File: src/rtl/it_state_ctrl.sv
// it_state_ctrl: Thumb-2 If-Then (IT) block sequencer.
//
// Holds ITSTATE. An IT instruction loads it, and each instruction that retires
// inside the block advances it. The block also provides the condition code for
// the current instruction and tests it against the APSR flags.
//
// Ports:
//   clk, rst        - clock and asynchronous active-high reset
//   it_load         - IT instruction issued; it_firstcond / it_mask are its fields
//   instr_retire    - one instruction retires; advances ITSTATE inside a block
//   flush           - redirect; abandons the current IT block
//   itstate_wr      - restore ITSTATE from itstate_wdata (exception return)
//   apsr_nzcv       - flags {N,Z,C,V}
//   itstate         - current ITSTATE (stacked on exception entry)
//   in_it_block     - ITSTATE[3:0] != 0
//   last_in_it      - current instruction is the last one in the block
//   cur_cond        - condition for the current instruction (AL_COND outside a block)
//   cond_passed     - cur_cond evaluated against apsr_nzcv
//   it_remaining    - instructions left in the block, including the current one
//   it_err          - one-cycle registered pulse on an unpredictable IT encoding
module it_state_ctrl #(
    parameter logic [3:0] AL_COND = 4'b1110
) (
    input  logic       clk,
    input  logic       rst,
    input  logic       it_load,
    input  logic [3:0] it_firstcond,
    input  logic [3:0] it_mask,
    input  logic       instr_retire,
    input  logic       flush,
    input  logic       itstate_wr,
    input  logic [7:0] itstate_wdata,
    input  logic [3:0] apsr_nzcv,
    output logic [7:0] itstate,
    output logic       in_it_block,
    output logic       last_in_it,
    output logic [3:0] cur_cond,
    output logic       cond_passed,
    output logic [2:0] it_remaining,
    output logic       it_err
);

    logic [7:0] itstate_q, itstate_d;
    logic       it_err_q, it_err_d;
    logic       in_blk;
    logic       load_bad;
    logic       base_pass;
    logic       flag_n, flag_z, flag_c, flag_v;

    assign in_blk = (itstate_q[3:0] != 4'b0000);

    // Unpredictable IT encodings. These are evaluated only when it_mask is
    // nonzero, because a zero mask is a hint and not an IT instruction.
    assign load_bad = in_blk
                   || (it_firstcond == 4'b1111)
                   || ((it_firstcond == 4'b1110) && (it_mask != 4'b1000));

    always_ff @(posedge clk or posedge rst) begin
        if (rst) begin
            itstate_q <= '0;
            it_err_q  <= 1'b0;
        end else begin
            itstate_q <= itstate_d;
            it_err_q  <= it_err_d;
        end
    end

    always_comb begin
        itstate_d = itstate_q;
        it_err_d  = 1'b0;
        if (flush) begin
            itstate_d = '0;
        end else if (itstate_wr) begin
            itstate_d = itstate_wdata;
        end else if (it_load) begin
            // A concurrent retire is the IT instruction itself, so it never
            // advances the state here. A zero mask leaves everything as it was.
            if (it_mask != 4'b0000) begin
                if (load_bad) begin
                    itstate_d = '0;
                    it_err_d  = 1'b1;
                end else begin
                    itstate_d = {it_firstcond, it_mask};
                end
            end
        end else if (instr_retire && in_blk) begin
            if (itstate_q[2:0] == 3'b000) begin
                itstate_d = '0;
            end else begin
                // Shift ITSTATE[4:0] left by one while the base condition [7:5] holds
                itstate_d = {itstate_q[7:5], itstate_q[3:0], 1'b0};
            end
        end
    end

    assign {flag_n, flag_z, flag_c, flag_v} = apsr_nzcv;

    always_comb begin
        itstate      = itstate_q;
        it_err       = it_err_q;
        in_it_block  = in_blk;
        last_in_it   = (itstate_q[3:0] == 4'b1000);
        cur_cond     = in_blk ? itstate_q[7:4] : AL_COND;

        // The position of the lowest set mask bit gives the number of instructions left
        if (itstate_q[0])      it_remaining = 3'd4;
        else if (itstate_q[1]) it_remaining = 3'd3;
        else if (itstate_q[2]) it_remaining = 3'd2;
        else if (itstate_q[3]) it_remaining = 3'd1;
        else                   it_remaining = 3'd0;

        case (cur_cond[3:1])
            3'b000:  base_pass = flag_z;
            3'b001:  base_pass = flag_c;
            3'b010:  base_pass = flag_n;
            3'b011:  base_pass = flag_v;
            3'b100:  base_pass = flag_c & ~flag_z;
            3'b101:  base_pass = (flag_n == flag_v);
            3'b110:  base_pass = (flag_n == flag_v) & ~flag_z;
            default: base_pass = 1'b1;
        endcase

        // 4'b1111 behaves as always-true and is not inverted
        if (cur_cond[0] && (cur_cond != 4'b1111))
            cond_passed = ~base_pass;
        else
            cond_passed = base_pass;
    end

endmodule

File: config.mk
export PLATFORM = sky130hd
export DESIGN_NAME = it_state_ctrl
export DESIGN_NICKNAME = d
export VERILOG_FILES = /design/src/rtl/it_state_ctrl.sv
export SDC_FILE = /design/constraint.sdc
export NUM_CORES = 1
export LEC_CHECK = 0
export ABC_AREA = 1
export CELL_PAD_IN_SITES_DETAIL_PLACEMENT = 0
export CELL_PAD_IN_SITES_GLOBAL_PLACEMENT = 1
export CORE_UTILIZATION = 23
export CTS_CLUSTER_DIAMETER = 60
export DETAILED_ROUTE_END_ITERATION = 10
export PLACE_DENSITY_LB_ADDON = 0.1
export SYNTH_ARGS = -nofsm -noshare
export SYNTH_HDL_FRONTEND = slang
export SYNTH_SLANG_ARGS = --single-unit
File: constraint.sdc
create_clock -name clk -period 1.3 [get_ports clk]
set_input_delay 0.26 -clock clk [delete_from_list [all_inputs] [get_ports clk]]
set_output_delay 0.26 -clock clk [all_outputs]
set_load 0.05 [all_outputs]
==> results of run 1 <==
-- sequential cells by signal, indices dropped and copies added (netlist names) --
register and count:
itstate 8, it_err 1
-- cell usage in the layout (no fill, tap or decap), types with 2 or more instances in the layout --
cell,Yosys,layout
a21oi_1,4,3
buf_12,0,18
buf_4,2,22
buf_6,0,3
clkbuf_4,0,3
clkdlybuf4s50_1,0,25
dfrtp_1,9,5
dfrtp_2,0,4
inv_1,15,13
inv_4,0,3
nand2_1,31,23
nand2_2,1,8
nand2_4,5,5
nand3_1,13,8
nand3_2,0,4
nand3_4,1,2
nand4_1,2,2
nor2_1,9,6
nor2_2,2,2
nor2_4,1,4
o211ai_1,5,5
o21ai_0,9,2
o21ai_1,6,11
o21ai_2,1,2
-- power groups by stage --
stage / registers, mW / clock network [mW] / logic (mW)
2_1_floorplan: 0.411 / 0 / 0.499
3_3_place_gp: 0.329 / 0 / 1.14
3_5_place_dp: 0.330 / 0 / 1.14
4_1_cts: 0.325 / 0.214 / 1.19
5_1_grt: 0.327 / 0.232 / 1.29
6_report: 0.324 / 0.205 / 1.21
-- layer usage --
| metal | share of wire (%) | global-route usage [%] |
|---|---|---|
| met1 | 42 | 16.0 |
| met2 | 52 | 24.7 |
| met3 | 5.5 | 1.47 |
| met4 | 0.53 | 5.81 |
| met5 | 0 | 0 |
-- final timing paths --
| kind | startpoint | endpoint | slack (ns) |
|---|---|---|---|
| min in group clk | itstate[4] | itstate[4] | 0.56 |
| max reg2reg | itstate[2] | itstate[0] | -0.20 |
| min | rst | itstate[0] | 0.26 |
| max | itstate[2] | cond_passed | -0.58 |
| min reg2reg | itstate[4] | itstate[4] | 0.56 |
| max in group asynchronous | rst | itstate[3] | 0.77 |
-- area by class of cell --
type | instances | area, um^2 | share of cell area, %
Timing Repair Buffer | 69 | 825 | 44.6
Tap cell | 46 | 57.6 | 3.12
Sequential cell | 9 | 230 | 12.5
Inverter | 18 | 78.8 | 4.27
Clock buffer | 4 | 26.3 | 1.42
Multi-Input combinational cell | 94 | 629 | 34.1
-- metrics by stage --
stage / total power, mW / std cells
2_1_floorplan: 0.910 / 125
3_3_place_gp: 1.46 / 233
3_5_place_dp: 1.47 / 233
4_1_cts: 1.73 / 239
5_1_grt: 1.84 / 240
6_report: 1.74 / 240
-- cells by family after synthesis --
family          after synthesis
buf+inv                      22
compound gates               26
flops                         9
simple gates                 67
xor+xnor                      1
-- critical path: cells and delay by family, from the launching register on --
kind                   cells  cell delay (ns)
and+or+nand+nor           11             0.82
DFF                        1             0.42
buffers and inverters      1             0.13
-- what timing repair did --
item / in CTS / in global routing
resized for setup: 12 / 15
setup endpoints to repair: 17 / 18
pin swaps: 2 / 2
setup buffers: 2 / 1
==> flow_summary.ini, run 1 <==
[outcome]
outcome = finished with violations
violations = setup timing

[synth]
synth_xor_xnor_area_share_pct = 1.05
synth_area_leaders = dfrtp_1, nand2_1, nand3_1, inv_1, nand2_4
yosysMostFrequentCell = nand2_1
synth_compound_area_share_pct = 17.7
ys_types = 23
synth_simple_gate_area_share_pct = 43.0
synth.top_cell.area_share_pct = 27.1
seq_area_frac_synth_pct = 27.1
async_flop_share_pct = 100
syn_avg_cell_area_um2 = 6.66
yosys.area.top_type = dfrtp_1
synth_fp_nets = 151
synth_mux_area_share_pct = 0
synth_seq_cells = 9
synth_adder_area_share_pct = 0
synthFlopType = dfrtp_1
synth_top_family_by_area = simple AND/OR/NAND/NOR gates
synth_cells = 125
syn_area_um2 = 832
yosys_warnings = 0
synth_common_cells = nand2_1, inv_1, nand3_1
synth-edff-count = 0

[power_and_ir_drop]
cellLeakagePower_nw = 0.834
comb_power_share_pct = 69.6
powerDensity_nw_per_um2 = 944
switching_share_pct = 42.5
power_switching_mw = 0.741
ir_drop_mv = 0.239
sequentialPowerShare_pct = 18.6
clkPwrFrac_pct = 11.8
internal_power_mw = 1.00

[sta]
slew_headroom_pct = 77.9
whs_ns = 0.260
fin_crit_sh_pct = 145
min_period_ns = 1.88
worst_slew_pin_slew_ns = 0.331
setup_tns_ns = -3.72
rsz0062_at_grt = true
hold_viol = 0
clock_skew_ns = 0.00146
setup_viol = 18
fin_ws_ns = -0.584
fmax_ghz = 0.531
slew_viol_final = 0

[critical_path]
critPathSlowestCell = dfrtp_2
cp-start-kind = register
cp_cell_sequence = nor2_4, nand2_8, nand2_4, nand2_2, nand2_2, nand2_1, nand2_1, nand2_2, nand2_2, nand2_2, nand3_4, buf_12
max_stage_delay_ns = 0.42
endpoint_kind = output pin
r2r_cells = 9
crit_path_frequent_cell = nand2_2
path_max_fanout = 9
critPathArrivalTime_ns = 1.62
cp.required_ns = 1.04
worst-setup-path-type = register to output pin

[run]
maxCapViolCount = 0

[detailed_routing]
drt_iter0_drc = 22
firstDrtPassIters = 4
drc = 0
viasPerCell = 4.29
routed_wl_um = 2460
wl_per_cell_um = 10.3
vias = 1030
ant_nets = 0

[global_route]
grt_pass1_vias = 1060
grt_pass1_wl_um = 4320
grt-ovfl-total = 0
grt_max_degree = 10
antenna_found_initial = 0
grt_util_all_layers_pct = 13.6

[clocking]
insertion_delay_ns = 0.25
htreeDepth = 1
cts-root-buf = clkbuf_4
clock_path_buffers = 2
cts_buffers = 3
cts_tree = built
cts.clk_slew.worst_paths_ns = 0.06
cts_hold_buf = 0
cts_num_sinks = 9

[finish]
fin_util_pct = 54.5
final_cell_area_um2 = 1850
drive_gt1_share_pct = 44.8
area_growth_syn_to_layout_pct = 122
fillers = 311
final_nets = 221
antenna_cells = 0

[placed_design]
hpwlAfterDp_um = 2160
placed_area_um2 = 1720
routabilityCongestion = 0.844
io_buffers = 44
post-place-ws_ns = -0.467

[floorplan]
coreArea_um2 = 3390
dieArea_um2 = 3860
die_width_um = 62.1
die_y_um = 62.1
io_pins = 45
start_util_pct = 24.5
rows = 21

[min_path]
hold_path_class = input pin to asynchronous set/reset pin
Power figures use the tool's default switching activity.
==> run 2: changes to the inputs <==
CELL_PAD_IN_SITES_DETAIL_PLACEMENT = 1   (was 0)
CELL_PAD_IN_SITES_GLOBAL_PLACEMENT = 2   (was 1)
CORE_UTILIZATION = 17   (was 23)
SETUP_SLACK_MARGIN = 0.02   (was not set)
==> flow_summary.ini, run 2 (synthesized netlist as in run 1, its figures left out) <==
[outcome]
outcome = finished with violations
violations = setup timing

[sta]
slew_headroom_pct = 77.1
fmax_ghz = 0.527
min_period_ns = 1.90
fin_crit_sh_pct = 146
setup_viol = 18
hold_viol = 0
worst_slew_pin_slew_ns = 0.344
rsz0062_at_grt = true
whs_ns = 0.290
clock_skew_ns = 0.00125
fin_ws_ns = -0.598
slew_viol_final = 0

[critical_path]
timing.rr.start = itstate[1]
cp-start-kind = register
worst-setup-path-type = register to output pin
endpoint_kind = output pin
critPathArrivalTime_ns = 1.64
r2r-end = itstate[0]
r2r_cells = 9
rrSetupSlack_ns = -0.22
cp.required_ns = 1.04
path_max_fanout = 9

[finish]
layout_commonest_cell = buf_4
fillers = 543
register_area_um2 = 230
drive_gt1_share_pct = 44.3
mostFrequentLayoutCells = buf_4, nand2_1, clkdlybuf4s50_1
largest_reg_flops = 8
antenna_cells = 0
multi_input_area_um2 = 607
instances_no_fill = 268
final_nets = 228
area_growth_syn_to_layout_pct = 131

[placed_design]
routabilityCongestion = 0.799
io_buffers = 44
hpwlAfterDp_um = 2730
dp_cells = 259

[clocking]
cts-root-buf = clkbuf_8
htreeDepth = 1
insertion_delay_ns = 0.23
clock_path_buffers = 2
cts_tree = built
cts_hold_buf = 0
cts.clk_slew.worst_paths_ns = 0.04
cts_buffers = 3
cts_num_sinks = 9

[detailed_routing]
vias = 1098
firstDrtPassIters = 3
routed_wl_um = 3120
viasPerCell = 4.10
ant_nets = 0
drt_iter0_drc = 31
wl_per_cell_um = 11.7
drc = 0

[run]
maxCapViolCount = 0

[power_and_ir_drop]
power_mw = 1.88
ir_drop_mv = 0.333
cellLeakagePower_nw = 0.863
powerDensity_nw_per_um2 = 978

[global_route]
antenna_found_initial = 0
grt_max_degree = 10
grt_util_all_layers_pct = 13.0
grt_pass1_wl_um = 5320
grt_pass1_vias = 1212
grt-ovfl-total = 0

[floorplan]
dieArea_um2 = 5180
start_util_pct = 17.6
coreArea_um2 = 4720
die_width_um = 72.0
io_pins = 45
die_y_um = 72.0
rows = 25

[min_path]
hold_path_class = input pin to asynchronous set/reset pin
run 2: worst max-delay path by stage:
stage	from	end	slack, ns	cells past startpoint
floorplan	itstate[2]	cond_passed	-0.65	8
global placement	it_mask[0]	itstate[0]	-0.47	9
detailed placement	it_mask[0]	itstate[0]	-0.54	9
CTS	itstate[1]	cond_passed	-0.62	11
global route	itstate[1]	cond_passed	-0.70	9
finish	itstate[1]	cond_passed	-0.60	11
run 2: area by class of cell:
| type | instances | area share [%] |
|---|---|---|
| Timing Repair Buffer | 76 | 45.5 |
| Multi-Input combinational cell | 94 | 31.6 |
| Sequential cell | 9 | 12.0 |
| Tap cell | 67 | 4.37 |
| Inverter | 18 | 4.11 |
| Clock buffer | 4 | 2.35 |
run 2: critical path, cell delays in order (launching register included):
cell and delay, ns:
dfrtp_2 0.42, nor2_4 0.17, nand2_8 0.10, nand2_4 0.08, nand2_1 0.05, nand2_1 0.06
nand2_1 0.05, nand2_1 0.06, nand2_1 0.06, nand3_1 0.11, nand3_4 0.09, buf_12 0.15
run 2: power breakdown:
group	leakage [nW]	internal (mW)	switching [mW]
clock network	0.0228	0.214	0.111
registers	0.114	0.305	0.0215
logic	0.727	0.586	0.639
run 2: metal layers:
| metal | track usage (%) | up-vias | wire, um |
|---|---|---|---|
| met5 | 0 | - | 0 |
| met4 | 4.58 | 0 | 46 |
| met3 | 1.25 | 5 | 124 |
| met2 | 24.8 | 31 | 1660 |
| met1 | 15.1 | 504 | 1290 |
| li1 | - | 558 | - |
run 2: repair_timing:
action / in CTS / in global routing
resized for setup: 13 / 6
pin swaps: 3 / 2
setup endpoints to repair: 18 / 18
buffers inserted: 3 / 3
run 2: per-stage QoR:
step           utilization [%]  TNS, ns  worst slack (ns)  cell area [um^2]
2_1_floorplan                -    -2.96            -0.649               903
3_3_place_gp              37.7    -4.53            -0.475              1780
3_5_place_dp              37.7    -5.07            -0.539              1780
4_1_cts                   39.9    -4.32            -0.616              1880
5_1_grt                   40.6    -5.26            -0.700              1920
6_report                  40.6    -3.98            -0.598              1920
==> RTL edit 1 (flow settings as in run 1) <==
Change the parameter `AL_COND` from 4'b1110 to 4'b0111.
--- a/src/rtl/it_state_ctrl.sv
+++ b/src/rtl/it_state_ctrl.sv
@@ -19,7 +19,7 @@
 //   it_remaining    - instructions left in the block, including the current one
 //   it_err          - one-cycle registered pulse on an unpredictable IT encoding
 module it_state_ctrl #(
-    parameter logic [3:0] AL_COND = 4'b1110
+    parameter logic [3:0] AL_COND = 4'b0111
 ) (
     input  logic       clk,
     input  logic       rst,
Behaviour: not the same (Yosys sat finds a counterexample within 4 cycles, from zero or initial values and one cycle with rst high).
==> RTL edit 1 against run 1 <==
The flow still finishes with violations (setup timing); fmax fell by 3.3%; non-clock buffer count is 7 higher; sequential cell count stayed put; sequential power about the same; worst setup slack got worse by 63 ps; total power increased by 4.0%; synthesized area down 0.30%; final area increased by 4.9%; routed wire length is 17% higher; critical path type unchanged; critical endpoint unchanged; largest cell class unchanged.
==> RTL edit 1: results (changes against run 1) <==
| Metric | Value |
|---|---|
| Synth Area in Adders | 0% (unchanged) |
| YS warnings | 0 (unchanged) |
| Violated checks | setup timing |
| Maximum vdd drop | 223 µV (-6.3%) |
| Via count | 1091 (+5.9%) |
| Top delay family on crit path | simple AND/OR/NAND/NOR gates |
| Dpl cells | 236 (+1.3%) |
| Gpl congestion | 0.803 (-4.9%) |
| Clock power frac | 11.1% (-0.7 points) |
| CP arrival | 1690 ps (+70 ps) |
| Post-CTS Resized | 13 (+1) |
| Worst setup margin | -648 ps (-63.4 ps) |
| Pint | 0.00104 W (+4.2%) |
| Global-route wire length before repair | 4310 µm (-0.16%) |
| Gr usage total | 14.9% (+1.3 points) |
| Max_slew headroom | 74.1% (-3.8 points) |
| Status | complete, but fails checks |
| Clk Latency, worst-skew pair | 250 ps (about the same) |
| Clock buffer depth | 2 (unchanged) |
| Post CTS Setup Buffer Count | 3 (+1) |
| Leak pwr | 0.873 nW (+4.7%) |
| CP max stage cell | dfrtp_2 |
| Final Non-Filler Cells | 249 (+3.8%) |
| Sequential element share of the synthesized area | 27.1% (+0.082 points) |
| Initial antenna violation count | 0 (unchanged) |
| Compound-Gate Fraction of Synth Area | 17.8% (+0.054 points) |
| Max reg flops | 8 (unchanged) |
| Clock Skew | 0.491 ps (-0.973 ps) |
| Input/output buffers | 44 (unchanged) |
| Clock-pin slew of the registers on the worst-case setup and hold paths | 60 ps (about the same) |
| Vias in the first global route | 1019 (-3.9%) |
| Mux cell area share after synthesis | 0% (unchanged) |
| TNS Setup | -6760 ps (-3040 ps) |
| Syn Nets | 151 (unchanged) |
| Syn Area/Cell | 6.64 µm² (-0.30%) |
| Dpl hpwl | 2270 µm (+5.2%) |
| Async SR Flop Fraction | 100% (unchanged) |
| Antenna cells | 0 (unchanged) |
| Seq pwr | 0.000324 W (about the same) |
| Net count, final | 230 (+4.1%) |
| Initial DRC count | 42 (+91%) |
| CP max FO | 5 (-4) |
| Fillers | 308 (-0.96%) |
| Drt first pass iters | 4 (unchanged) |
| Layout cell share with drive strength beyond 1 | 47.8% (+2.9 points) |
| Sw Ratio | 42.4% (-0.12 points) |
| Final setup fails | 18 (unchanged) |
| Largest net degree at the start of global routing | 10 (unchanged) |
| TritonCTS Buffers | 3 (unchanged) |
| Synth cell types | 23 (unchanged) |
| Post-synth top cells | 31 x nand2_1, 15 x inv_1, 13 x nand3_1 |
| H-tree Lvls | 1 (unchanged) |
| Xor/xnor share of the synthesized area | 1.06% (+0.0032 points) |
| DRT Wirelength | 2880 µm (+17%) |
| Worst path max stage delay | 420 ps (about the same) |
| Synth area leaders | dfrtp_1 27%, nand2_1 14%, nand3_1 7.8% |
RTL edit 1: changes by cell type after synthesis:
cell    before  now
nor2_1       9   10
nor2_2       2    1
RTL edit 1: layout make-up:
cell class / instances / area (µm²) / area share (%)
repair buffers: 76 / 880 / 45.4
inverters: 18 / 88.8 / 4.59
well taps: 46 / 57.6 / 2.97
flip-flops and latches: 9 / 230 / 11.9
clock buffers: 4 / 26.3 / 1.36
multi-input cells: 96 / 654 / 33.8
RTL edit 1: routing by layer:
layer / share of wire, % / vias to the layer above / track usage, % / wire [µm]
met3: 3.6 / 2 / 0.621 / 103
met4: 0.66 / 0 / 3.81 / 19
met1: 38 / 486 / 17.2 / 1110
li1: - / 568 / - / -
met2: 57 / 35 / 29.5 / 1650
met5: 0 / - / 0 / 0
RTL edit 1: final timing paths:
| check | from | end | slack [ps] | cells past startpoint |
|---|---|---|---|---|
| max in group asynchronous | rst | itstate[3]$_DFFE_PP0P_ | 770 | 2 |
| hold reg to reg | itstate[5]$_DFFE_PP0P_ | itstate[5]$_DFFE_PP0P_ | 590 | 3 |
| min in group clk | itstate[5]$_DFFE_PP0P_ | itstate[5]$_DFFE_PP0P_ | 590 | 3 |
| hold / removal | rst | itstate[6]$_DFFE_PP0P_ | 270 | 2 |
| setup reg to reg | itstate[2]$_DFFE_PP0P_ | itstate[0]$_DFFE_PP0P_ | -440 | 11 |
| setup / recovery | itstate[2]$_DFFE_PP0P_ | cond_passed | -650 | 11 |
RTL edit 1: metrics by stage:
stage	utilization, %	instance area [µm²]	setup slack [ps]	hold WS, ps
floorplan	-	898	-657	87.6
global placement	50.9	1720	-427	540
detailed placement	50.9	1720	-469	550
CTS	53.6	1820	-615	277
global route	57.1	1940	-732	323
finish	57.1	1940	-648	270
==> RTL edit 2 (flow settings as in run 1) <==
Made on the original files. Reset style: synchronous (`rst`), changed in one clocked block. Comments in the files are not updated.
--- a/src/rtl/it_state_ctrl.sv
+++ b/src/rtl/it_state_ctrl.sv
@@ -55,7 +55,7 @@
                    || (it_firstcond == 4'b1111)
                    || ((it_firstcond == 4'b1110) && (it_mask != 4'b1000));
 
-    always_ff @(posedge clk or posedge rst) begin
+    always_ff @(posedge clk) begin
         if (rst) begin
             itstate_q <= '0;
             it_err_q  <= 1'b0;
Formal check against the unedited RTL: differs if rst is asserted again (counterexample within 4 cycles, from zero or initial values and one cycle with rst high); with rst held inactive, the same outputs for 10 cycles.
==> RTL edit 2 against run 1 <==
The run still ends with setup timing left; clock power up 7%; worst hold slack better by 310 ps; final area decreased by 2.5%; routed wire length rose by 10%; count of clock-buffer cells in the layout did not move; total power shrank 15%; sequential cell count unchanged; cell count shrank 2.1%; worst setup slack lost 5.6 ps; via count increased by 1.1%; synthesized area decreased by 7.8%; critical endpoint unchanged.
==> RTL edit 2: results (changes against run 1) <==
| Metric | Value |
|---|---|
| Fillers | 303 (-2.6%) |
| Pwr dens | 820 mW/mm² (-13%) |
| Sequential element share of the synthesized area | 23.5% (-3.6 points) |
| Met1 usage | 19.7% (+3.7 points) |
| Grt met2 use | 26.5% (+1.8 points) |
| CP max FO | 8 (-1) |
| Hold Path Class | input port to flip-flop |
| Met3 usage | 2.60% (+1.1 points) |
| YS warnings | 0 (unchanged) |
| Placed Area | 0.00168 mm² (-2.3%) |
| Met2 wire len | 1410 µm (+10%) |
| Clock buffer depth | 2 (unchanged) |
| Clock Skew | 9.45 ps (+7.98 ps) |
| Layout cell share with drive strength beyond 1 | 49.7% (+4.9 points) |
| Via count | 1041 (+1.1%) |
| Synth area leaders | dfxtp_1 23%, nand2_1 9.3%, nand3_1 7.8% |
| Synth cell types | 26 (+13%) |
| Input/output buffers | 44 (unchanged) |
| Syn Area/Cell | 6.67 µm² (+0.20%) |
| Syn Nets | 141 (-6.6%) |
| Fin area | 0.00180 mm² (-2.5%) |
| CP max stage cell | dfxtp_4 |
| Status | complete, but fails checks |
| P_clk | 0.000220 W (+7%) |
| Met3 wire length | 128 µm (-5.2%) |
| Wire per inst | 11.6 µm (+13%) |
| Violated checks | setup timing |
| Async SR Flop Fraction | 0% (-100 points) |
| TNS Setup | -4230 ps (-508 ps) |
| Initial DRC count | 35 (+59%) |
| Gpl congestion | 0.828 (-1.9%) |
| Max reg flops | 8 (unchanged) |
| Gr usage total | 15.7% (+2.2 points) |
| Largest net degree at the start of global routing | 9 (-1) |
| Ys flop type | dfxtp_1 |
| Seq pwr | 0.000300 W (-7.4%) |
| Clock-pin slew of the registers on the worst-case setup and hold paths | 70 ps |
| Global-route wire length before repair | 4220 µm (-2.4%) |
| Dpl hpwl | 2140 µm (-0.71%) |
| Dpl ws | -476 ps (-9.39 ps) |
| Worst path max stage delay | 350 ps (-70 ps) |
| Slew @ Worst Pin | 236 ps (-94.7 ps) |
| Leak pwr | 0.764 nW (-8.3%) |
| Maximum vdd drop | 362 µV (+52%) |
| Metal-1 WL | 1150 µm (+12%) |
| Vias in the first global route | 993 (-6.3%) |
| Net Sw Power | 0.000602 W (-19%) |
| Final setup fails | 17 (-1) |
| CP arrival | 1630 ps |
| Final Non-Filler Cells | 235 (-2.1%) |
| Post-synth top cells | 19 x nand2_1, 12 x inv_1, 12 x nand3_1 |
| Worst setup margin | -590 ps (-5.62 ps) |
| Dpl cells | 226 (-3.0%) |
| Net count, final | 218 (-1.4%) |
RTL edit 2: cell types whose count changed after synthesis, sizes merged:
cell / before / now
nand2: 37 / 26
nor2: 13 / 17
a22oi: 0 / 3
dfrtp: 9 / 0
buf: 4 / 3
a31oi: 1 / 4
a21oi: 4 / 8
a211oi: 0 / 1
nor4: 0 / 1
o211ai: 5 / 0
o21ai: 16 / 9
nand3: 14 / 13
inv: 18 / 17
dfxtp: 0 / 9
RTL edit 2: layout make-up:
| cell class | instances | area share [%] |
|---|---|---|
| Timing Repair Buffer | 74 | 48.4 |
| Multi-Input combinational cell | 87 | 31.8 |
| Sequential cell | 9 | 11.0 |
| Inverter | 17 | 4.38 |
| Tap cell | 44 | 3.06 |
| Clock buffer | 4 | 1.46 |
RTL edit 2: worst paths after layout:
| path | slack, ps | to | depth (start not counted) | start |
|---|---|---|---|---|
| setup / recovery | -590 | cond_passed | 11 | itstate[2]$_SDFFE_PP0P_ |
| hold / removal | 570 | itstate[0]$_SDFFE_PP0P_ | 3 | itstate_wdata[0] |
| setup reg to reg | -220 | itstate[5]$_SDFFE_PP0P_ | 11 | itstate[2]$_SDFFE_PP0P_ |
| hold reg to reg | 650 | itstate[5]$_SDFFE_PP0P_ | 3 | itstate[5]$_SDFFE_PP0P_ |
RTL edit 2: tightest hold or removal path, stage by stage:
cell and delay, ps:
clkdlybuf4s50_1 400, nand2_1 70, a31oi_1 70
RTL edit 2: timing repair:
action	4_1_cts	5_1_grt
pin swaps	1	7
resized for setup	9	7
endpoints found under the hold margin	0	0
setup buffers	2	4
endpoints found under the setup margin	18	18
gates cloned	1	0
RTL edit 2: logic make-up after synthesis:
logic type      Yosys count  synth area share [%]
buf+inv                  20                  13.5
compound gates           25                  20.2
flops                     9                  23.5
simple gates             60                  41.6
xor+xnor                  1                  1.14
